===== src/rtl/cache_alloc_ctrl_pkg.sv =====
//------------------------------------------------------------------------------
// Module : cache_pkg
// Brief  : Shared types and geometry constants for the 4-set x 4-way cache.
// Rev    : 1.0 - initial release
//------------------------------------------------------------------------------
`default_nettype none

package cache_pkg;
  localparam int NUM_SETS = 4;
  localparam int NUM_WAYS = 4;
  localparam int WAY_ID_W = 4;

  typedef logic [1:0]          set_id_t;
  typedef logic [WAY_ID_W-1:0] way_id_t;

  typedef struct packed {
    way_id_t id;
    logic    v;
  } lru_entry_t;

  typedef enum logic [1:0] {
    IDLE  = 2'd0,
    ALLOC = 2'd1,
    EVICT = 2'd2,
    CLEAR = 2'd3
  } alloc_state_e;
endpackage

`default_nettype wire


===== src/rtl/cache_alloc_ctrl_free_way_pick.sv =====
//------------------------------------------------------------------------------
// Module : free_way_pick
// Brief  : Combinational lowest-index free-way finder for one 4-way set.
// Rev    : 1.0 - initial release
//------------------------------------------------------------------------------
`default_nettype none

module free_way_pick
  import cache_pkg::*;
(
  input  logic [NUM_WAYS-1:0] valid_slice,
  output logic                found,
  output logic [1:0]          way_idx
);

  always_comb begin
    found   = 1'b1;
    way_idx = 2'd0;
    if (!valid_slice[0])      way_idx = 2'd0;
    else if (!valid_slice[1]) way_idx = 2'd1;
    else if (!valid_slice[2]) way_idx = 2'd2;
    else if (!valid_slice[3]) way_idx = 2'd3;
    else                      found   = 1'b0;
  end

endmodule

`default_nettype wire


===== src/rtl/cache_alloc_ctrl.sv =====
//------------------------------------------------------------------------------
// Module : cache_alloc_ctrl
// Brief  : Miss-allocation controller owning the per-way valid vector and
//          driving the LRU block; optional stats under `ALLOC_STATS_EN.
// Rev    : 1.0 - initial release
//------------------------------------------------------------------------------
`default_nettype none

module cache_alloc_ctrl
  import cache_pkg::*;
#(
  parameter int CNT_W = 16
) (
  input  logic                         clk,
  input  logic                         reset,
  input  logic                         req_valid,
  input  logic [1:0]                   req_set,
  output logic                         req_ready,
  input  logic                         inv_valid,
  input  logic [WAY_ID_W-1:0]          inv_way_id,
  output logic                         alloc_valid,
  output logic [WAY_ID_W-1:0]          alloc_way_id,
  output logic                         evict_err,
  output logic                         lru_wr_en,
  output logic [WAY_ID_W-1:0]          lru_way_id,
  output logic                         lru_full,
  output logic                         valid_vec [NUM_SETS*NUM_WAYS-1:0],
  input  logic [WAY_ID_W:0]            lru_victim1,
  input  logic [WAY_ID_W:0]            lru_victim2
`ifdef ALLOC_STATS_EN
  ,
  output logic [CNT_W-1:0]             stat_alloc,
  output logic [CNT_W-1:0]             stat_evict
`endif
);

  localparam int NUM_ENT = NUM_SETS * NUM_WAYS;

  alloc_state_e         state;
  set_id_t              cur_set;
  logic [NUM_ENT-1:0]   r_valid;

  lru_entry_t           w_v1, w_v2;
  logic                 unused_valid_bits;
  logic [NUM_WAYS-1:0]  w_req_slice, w_cur_slice, w_victim_mask, w_pick_in;
  logic                 w_found;
  logic [1:0]           w_way_idx;
  logic                 w_set_en;
  way_id_t              w_set_idx;
  logic [NUM_ENT-1:0]   w_inv_bits, w_clear_bits, w_set_bits, w_valid_nxt;

  assign w_v1 = lru_victim1;
  assign w_v2 = lru_victim2;
  // The LRU's valid flag carries no information for allocation decisions.
  assign unused_valid_bits = w_v1.v ^ w_v2.v;

  assign w_req_slice = r_valid[{req_set, 2'b00} +: NUM_WAYS];
  assign w_cur_slice = r_valid[{cur_set, 2'b00} +: NUM_WAYS];

  always_comb begin
    w_victim_mask = '0;
    if (w_v1.id[3:2] == cur_set) w_victim_mask[w_v1.id[1:0]] = 1'b1;
    if (w_v2.id[3:2] == cur_set) w_victim_mask[w_v2.id[1:0]] = 1'b1;
  end

  // In CLEAR the victims count as free even before their bits drop.
  assign w_pick_in = (state == CLEAR) ? (w_cur_slice & ~w_victim_mask) : w_req_slice;

  free_way_pick u_pick (
    .valid_slice (w_pick_in),
    .found       (w_found),
    .way_idx     (w_way_idx)
  );

  assign w_set_en  = ((state == IDLE) && req_valid && w_found) ||
                     ((state == CLEAR) && (|w_victim_mask));
  assign w_set_idx = (state == CLEAR) ? {cur_set, w_way_idx} : {req_set, w_way_idx};

  assign w_inv_bits   = inv_valid ? (NUM_ENT'(1) << inv_way_id) : '0;
  assign w_clear_bits = (state == CLEAR) ? (NUM_ENT'(w_victim_mask) << {cur_set, 2'b00}) : '0;
  assign w_set_bits   = w_set_en ? (NUM_ENT'(1) << w_set_idx) : '0;
  // Allocation beats a same-edge invalidate of the same way.
  assign w_valid_nxt  = (r_valid & ~w_inv_bits & ~w_clear_bits) | w_set_bits;

  for (genvar gi = 0; gi < NUM_ENT; gi++) begin : g_valid_out
    assign valid_vec[gi] = r_valid[gi];
  end

  always_ff @(posedge clk or posedge reset) begin
    if (reset) begin
      state        <= IDLE;
      cur_set      <= '0;
      r_valid      <= '0;
      req_ready    <= 1'b1;
      alloc_valid  <= 1'b0;
      alloc_way_id <= '0;
      evict_err    <= 1'b0;
      lru_wr_en    <= 1'b0;
      lru_way_id   <= '0;
      lru_full     <= 1'b0;
    end else begin
      r_valid      <= w_valid_nxt;
      alloc_valid  <= 1'b0;
      alloc_way_id <= '0;
      evict_err    <= 1'b0;
      lru_wr_en    <= 1'b0;
      lru_way_id   <= '0;
      lru_full     <= 1'b0;
      case (state)
        IDLE: begin
          if (req_valid) begin
            cur_set   <= req_set;
            req_ready <= 1'b0;
            if (w_found) begin
              state        <= ALLOC;
              alloc_valid  <= 1'b1;
              alloc_way_id <= w_set_idx;
              lru_wr_en    <= 1'b1;
              lru_way_id   <= w_set_idx;
            end else begin
              state      <= EVICT;
              lru_full   <= 1'b1;
              lru_way_id <= {req_set, 2'b00};
            end
          end
        end
        EVICT: state <= CLEAR;
        CLEAR: begin
          if (|w_victim_mask) begin
            state        <= ALLOC;
            alloc_valid  <= 1'b1;
            alloc_way_id <= w_set_idx;
            lru_wr_en    <= 1'b1;
            lru_way_id   <= w_set_idx;
          end else begin
            state     <= IDLE;
            req_ready <= 1'b1;
            evict_err <= 1'b1;
          end
        end
        ALLOC: begin
          state     <= IDLE;
          req_ready <= 1'b1;
        end
        default: begin
          state     <= IDLE;
          req_ready <= 1'b1;
        end
      endcase
    end
  end

`ifdef ALLOC_STATS_EN
  always_ff @(posedge clk or posedge reset) begin
    if (reset) begin
      stat_alloc <= '0;
      stat_evict <= '0;
    end else begin
      if (w_set_en && (stat_alloc != '1))       stat_alloc <= stat_alloc + 1'b1;
      if ((state == EVICT) && (stat_evict != '1)) stat_evict <= stat_evict + 1'b1;
    end
  end
`endif

endmodule

`default_nettype wire


===== config.mk =====
export PLATFORM = sky130hd
export DESIGN_NAME = cache_alloc_ctrl
export DESIGN_NICKNAME = d
export VERILOG_FILES = /design/src/rtl/cache_alloc_ctrl_pkg.sv /design/src/rtl/cache_alloc_ctrl_free_way_pick.sv /design/src/rtl/cache_alloc_ctrl.sv
export SDC_FILE = /design/constraint.sdc
export NUM_CORES = 1
export LEC_CHECK = 0
export CAP_MARGIN = 5
export CORE_ASPECT_RATIO = 0.8
export CORE_MARGIN = 2
export CORE_UTILIZATION = 30
export DETAILED_ROUTE_END_ITERATION = 6
export HOLD_SLACK_MARGIN = 0.12
export PLACE_DENSITY_LB_ADDON = 0.05
export RECOVER_POWER = 50
export SLEW_MARGIN = 20
export SYNTH_ARGS = -nofsm -noshare
export SYNTH_HDL_FRONTEND = slang
export SYNTH_SLANG_ARGS = --single-unit

===== constraint.sdc =====
create_clock -name clk -period 3.9 [get_ports clk]
set_input_delay 0.585 -clock clk [delete_from_list [all_inputs] [get_ports clk]]
set_output_delay 0.585 -clock clk [all_outputs]
set_load 0.01 [all_outputs]

==> results.md <==
Yosys:
- The count of warnings emitted by yosys is 0.
- The net count after synthesis is 218.
- The number of flops mapped to enable cells by yosys is 0.
- The fraction of synthesized cell area taken by the top area cell type is about 36%.
- The prevailing post-synth register cell is dfrtp_1.
- Yosys attributes the largest share of cell area to dfrtp_1, mux2i_1, o21ai_0.
- After synthesis, the share of flip-flops with an asynchronous set or reset is 100%.
- Sequential elements use a little under two fifths of the synthesized area.
- After synthesis the netlist holds a flip-flop and latch count of 30.
- The number of unique standard cell types used by synthesis is between 40 and 50.
- The library cell with the largest summed area after synthesis is dfrtp_1.
- The mapped netlist covers between 1500 and 2000 sq um.
- Synthesis produced 194 cells.
- In this run the mean area of a mapped cell was between 10 and 15 sq um.

Pwr:
- Summed over all cells, the static leakage comes to slightly above 1 nW.
- The peak ir drop on the vdd network is ~0.00027 V.
- The total power per unit cell area is ~660 nW/um^2.

Run status:
- The checks that failed: capacitance limit, slew limit.
- The flow ran to the end, but the final reports show violations.

Global routing:
- The first global-routing pass estimated roughly 8900 microns of wire.
- The remaining global-route overflow is 0.
- The number of global-route vias before repair is roughly 1600.
- For this run, the total global-route usage over all layers was measured as 16.3%.
- Entering global routing, the biggest net connects 31 pins.
- The number of antenna violations at the first check in global routing is 0.

Die:
- The die covers between 7000 and 8000 sq um.
- During I/O placement, the number of pins put on the boundary was 49.
- The floorplan step defined a core boundary enclosing around 6400 sq um.
- The die is 76.8 microns tall.
- The die is about 95 microns wide.
- The number of rows created at floorplan is 26.
- The starting density of the core is 31.0%.

Layout:
- The final core utilization is between 40% and 50%.
- 0 antenna diodes ended up in the layout.
- The finished cells cover 2570 sq um.
- Of the cells placed in the final design, the portion with a size suffix greater than 1 is 10.5%.
- The number of nets in the finished design is 262.
- Relative to the synthesized area, the layout overhead comes to 29.2%.

Clock network:
- CTS built an H-tree with a depth of 2.
- Counting the buffers created by CTS gives 5.
- The maximum count of clock buffers along a single path is 2.
- After clock tree synthesis, the setup repair step added 0 buffers.
- Post-CTS repair changed the size of 0 cells.
- The root cell of the clock tree is clkbuf_8.
- At the later pin of the worst-skew pair, clock insertion delay measures around 0.28 ns.
- After clock tree synthesis, the clock-pin slew on the worst setup and hold paths is 0.07 ns.
- The number of hold buffers added after cts is 0.
- Counting every sink on the clock net gives 30.
- TritonCTS built the clock tree.

STA:
- The setup violation total in the final timing report is 0.
- The ratio of final minimum period to clock period is between 70% and 80%.
- Counting I/O delays and the setup requirement, the final critical path takes 2.78 ns.
- The hold violation count in the final report is 0.
- The max-slew violation count is 31.
- Setup repair after global routing left no endpoint under its margin.
- The setup skew after layout is approximately 0.0063 ns.
- Measured against its own limit, the worst slew margin works out to -12.5%.
- The highest clock rate is 360 MHz.
- For the final routed database, the setup TNS stands at 0 ns.
- At the pin with the least slew margin, the transition time is about 1.7 ns.

Placement:
- At the end of routability-driven placement, the weighted congestion stood at between 0.8 and 0.9.
- In this run the cell area measured after placement is 2480 sq um.
- The HPWL after detailed placement is about 4300 microns.
- The port buffer count is 46.

Critical path:
- On the worst path, the slowest cell contributes a delay of ~0.76 ns.
- Data on the critical path arrives at its endpoint at around 2.9 ns.
- In this run the worst path has a maximum fanout of 9.
- STA classifies the critical path endpoint as a flop.
- The category of the most critical setup path is primary input to flop.
- The cell with the largest stage delay on the worst path is clkdlybuf4s50_1.
- The count of buffering cells on the critical path with inverters included is 1.
- At the worst endpoint, the required time is between 4 and 5 ns.
- STA classifies the critical path startpoint as a primary input.
- The cell class contributing the biggest share of worst-path delay is simple AND/OR/NAND/NOR gates.
- The critical path goes through clkdlybuf4s50_1, mux4_2, and2_4, a41oi_4, nor4_4, and4bb_1, or3_1.

Drt:
- Once detail routing completed, the nets flagged for antenna violations numbered 0.
- The routed via count divided by cell count is roughly 5.3.
- The first TritonRoute pass finished after 4 iterations.
- After the first detailed-routing iteration, the DRC count stood at between 100 and 150.
- In the routed design, unresolved DRC markers number 0.
- The aggregate routed wire length is approximately 5800 microns.
- The routed layout has around 1700 vias.
- The average routed wire per standard cell is about 18 microns.

Min path:
- The tightest min-delay check is of the flop to flop type.

Job:
- Across the run, the number of max-cap violations was 1.
-- cell usage in the layout, fill, tap and decap left out, types with 6 or more instances in the layout --
cell,count
dfrtp_1,29
nor3_1,9
o221ai_1,9
nand2_1,8
nand2b_1,8
clkbuf_8,6
a21oi_1,9
o21ai_0,18
clkdlybuf4s50_1,33
mux2i_1,11
nor2_1,8
dlygate4sd3_1,13
o22ai_1,8
-- power by group --
group | switching, mW | total (mW) | internal (mW)
sequential | 0.142 | 0.563 | 0.421
clock | 0.115 | 0.258 | 0.144
combinational | 0.467 | 0.886 | 0.419
total | 0.723 | 1.71 | 0.984
-- sequential cells by signal (all words and copies together) (netlist names) --
name,count
state,2
alloc_way_id,2
valid_vec,16
lru_way_id,4
lru_wr_en,1
req_ready,1
evict_err,1
cur_set,2
lru_full,1
-- cell type report --
class / count / area [sq um]
fill: 649 / 3840
inverter: 5 / 18.8
timing repair buffer: 47 / 464
tap: 84 / 105
multi-input combinational: 149 / 1140
sequential: 30 / 752
clock buffer: 8 / 90.1
-- routing by layer --
layer / GRT usage (%) / routed length [microns]
met5: 0 / 0
met3: 5.89 / 466
met4: 3.62 / 71
met2: 21.6 / 2260
met1: 25.0 / 3000
-- worst register-to-register path, delay by kind of cell (launching register included) --
kind                      cells  cell delay (ns)
DFF                           1             0.89
xor gates and xnor gates      1             0.31
AOI/OAI and AO/OA             3             0.93
and+or+nand+nor               2             0.51
-- kinds of logic after synthesis --
logic type | share of synthesized area [%]
simple gates | 21.6
compound gates | 20.4
flops | 37.8
mux | 10.3
buf+inv | 4.91
xor+xnor | 2.52
fa+ha+maj | 2.52
-- through the flow --
step | setup slack [ns] | hold slack (ns) | cells | power [mW]
after floorplan | 1.63 | 0.521 | 194 | 1.14
after global placement | 0.794 | 0.512 | 315 | 1.47
after detailed placement | 0.798 | 0.516 | 315 | 1.46
after CTS | 1.10 | 0.529 | 323 | 1.73
after global routing | 0.967 | 0.568 | 323 | 1.83
final | 1.12 | 0.536 | 323 | 1.71
-- path summary, 6_finish.rpt --
kind                            start  cells past startpoint  slack, ns             to
hold / removal              req_ready                      2       0.54      req_ready
setup / recovery           req_set[0]                      7       1.12  lru_way_id[3]
max in group asynchronous       reset                      3       1.59   valid_vec[8]
hold reg to reg             req_ready                      2       0.54      req_ready
setup reg to reg           cur_set[0]                      6       1.15   valid_vec[7]
min in group asynchronous       reset                      3       1.33  valid_vec[11]
-- synth_stat cells (2+ instances only) --
cell,number
mux4_2,2
a31oi_2,2
and2_1,6
nand2_1,8
mux2i_1,11
nand3_1,4
buf_4,5
o32ai_1,4
dfrtp_1,29
nand4b_1,4
o21ai_0,18
nand3b_1,3
xnor2_1,2
o22ai_1,8
or3_1,2
buf_6,2
nor4_1,2
nand2b_1,8
nor3_1,9
ha_1,4
and4bb_1,2
nor2_1,8
o221ai_1,9
or2_2,4
a21oi_1,9
inv_1,5
nor2b_1,3
xnor2_2,2
mux2_2,2
Power figures use the tool's default switching activity.
==> RTL edit, RTL diff (config.mk and constraints unchanged) <==
The option `ALLOC_STATS_EN` is turned on by a define.
--- a/src/rtl/cache_alloc_ctrl.sv
+++ b/src/rtl/cache_alloc_ctrl.sv
@@ -5,6 +5,8 @@
 // Rev    : 1.0 - initial release
 //------------------------------------------------------------------------------
 `default_nettype none
+
+`define ALLOC_STATS_EN
 
 module cache_alloc_ctrl
   import cache_pkg::*;
Formal check against the unedited RTL (old outputs only; new: stat_alloc and stat_evict): equivalent (equiv_simple and equiv_induct, registers matched by name and starting in step).
==> RTL edit against the unedited design <==
The run still ends with max-capacitance violations, max-slew violations left. Via count up 75%. Worst setup slack worse by 0.37 ns. Routed wire length increased by 78%. Power up 86%. Final area increased by 88%. Sequential cell count increased by 32. Synthesized area rose by 83%. Sequential share of layout area up 2.9 points. Largest power group unchanged. Highest routed layer unchanged. Critical endpoint is now stat_alloc[6].
==> RTL edit: results (changes against the unedited design) <==
| Metric | Value |
|---|---|
| Status | `finished, violations left (unchanged)` |
| Failing checks | `max-capacitance violations, max-slew violations (unchanged)` |
| Gp weighted congestion | `0.850 (was 0.807)` |
| Estimated wirelength of the detail-placed design | `7710 µm (was 4280 µm)` |
| Cells after Synth | `339 (was 194)` |
| Layout Cells excl Fill | `575 (was 323)` |
| Clk_skew | `0.00611 ns (was 0.00625 ns)` |
| First-pass GRT wire length | `16800 µm (was 8930 µm)` |
| Routed WL | `10300 µm (was 5800 µm)` |
| Adder-cell share of the synthesized area | `2.06% (was 2.52%)` |
| Slowest CP cell | `o41ai_4 (was clkdlybuf4s50_1)` |
| Arr. time, crit path | `3.35 ns (was 2.94 ns)` |
| CTS root buffer | `clkbuf_16 (was clkbuf_8)` |
| Largest net degree at the start of global routing | `39 (was 31)` |
| Clock Latency Late Sink | `0.33 ns (was 0.28 ns)` |
| LEAKAGE | `1.97 nW (was 1.01 nW)` |
| Top delay family on crit path | `compound AO/OA/AOI/OAI gates (was simple AND/OR/NAND/NOR gates)` |
| Post-synthesis mux area share | `7.80% (was 10.3%)` |
| Vias | `2975 (was 1701)` |
| H-tree Lvls | `3 (was 2)` |
| MaxCap Viol Count | `1 (unchanged)` |
| Final number of max-transition violations | `39 (was 31)` |
| VDD IR max | `0.277 mV (was 0.270 mV)` |
| TritonCTS Buffers | `9 (was 5)` |
| Sequential fraction of the synthesis area | `42.7% (was 37.8%)` |
-- RTL edit: cell types whose count changed after synthesis, sizes merged, moves of 7 or more --
cell / before / now
nor2: 8 / 17
a211oi: 1 / 8
dfrtp: 29 / 61
and2: 7 / 15
xor2: 0 / 12
mux2: 2 / 9
xnor2: 4 / 17
and3: 0 / 7
nand2: 8 / 22
nand4: 2 / 9
nand3: 4 / 18
-- RTL edit: power groups by stage --
| stage | Combinational [mW] | Clock [mW] | Sequential [mW] |
|---|---|---|---|
| 6_report | 1.39 | 0.743 | 1.04 |
| 2_1_floorplan | 0.848 | 0 | 1.05 |
| 4_1_cts | 1.42 | 0.760 | 1.05 |
| 5_1_grt | 1.53 | 0.791 | 1.08 |
| 3_3_place_gp | 1.41 | 0 | 1.07 |
| 3_5_place_dp | 1.41 | 0 | 1.06 |
-- RTL edit: path summary, 6_finish.rpt --
path	startpoint	end	slack [ns]	cells past startpoint
worst max-delay path	state[1]	stat_alloc[6]	0.75	8
worst min-delay path	stat_evict[11]	stat_evict[11]	0.49	1
worst max register to register	state[1]	stat_alloc[6]	0.75	8
worst min register to register	stat_evict[11]	stat_evict[11]	0.49	1
max in group asynchronous	reset	stat_alloc[11]	1.38	3
min in group asynchronous	reset	stat_alloc[3]	1.15	2
-- RTL edit: metal layers --
metal	vias to the layer above	global-route usage, %	share of wire (%)
met4	0	4.23	0.94
met1	1440	26.6	54
li1	1440	-	-
met3	9	4.67	5.9
met2	86	22.6	39
met5	-	0	0
-- RTL edit: through the flow --
stage / total power [mW] / utilization [%]
after floorplan: 1.89 / -
after global routing: 3.40 / 41.3
after CTS: 3.24 / 41.4
after detailed placement: 2.47 / 39.1
after global placement: 2.48 / 39.1
final: 3.18 / 41.3
-- RTL edit: logic make-up after synthesis --
kind of cell	count (synthesis)
AOI/OAI and AO/OA	86
xor gates and xnor gates	29
adders and majority gates	6
buffers and inverters	21
DFF	62
muxes	21
and+or+nand+nor	114
-- RTL edit: layout make-up --
type,count,area share [%]
Timing Repair Buffer,84,16.9
Inverter,10,0.776
Clock inverter,4,0.466
Clock buffer,11,5.23
Multi-Input combinational cell,256,40.7
Tap cell,148,3.83
Sequential cell,62,32.1
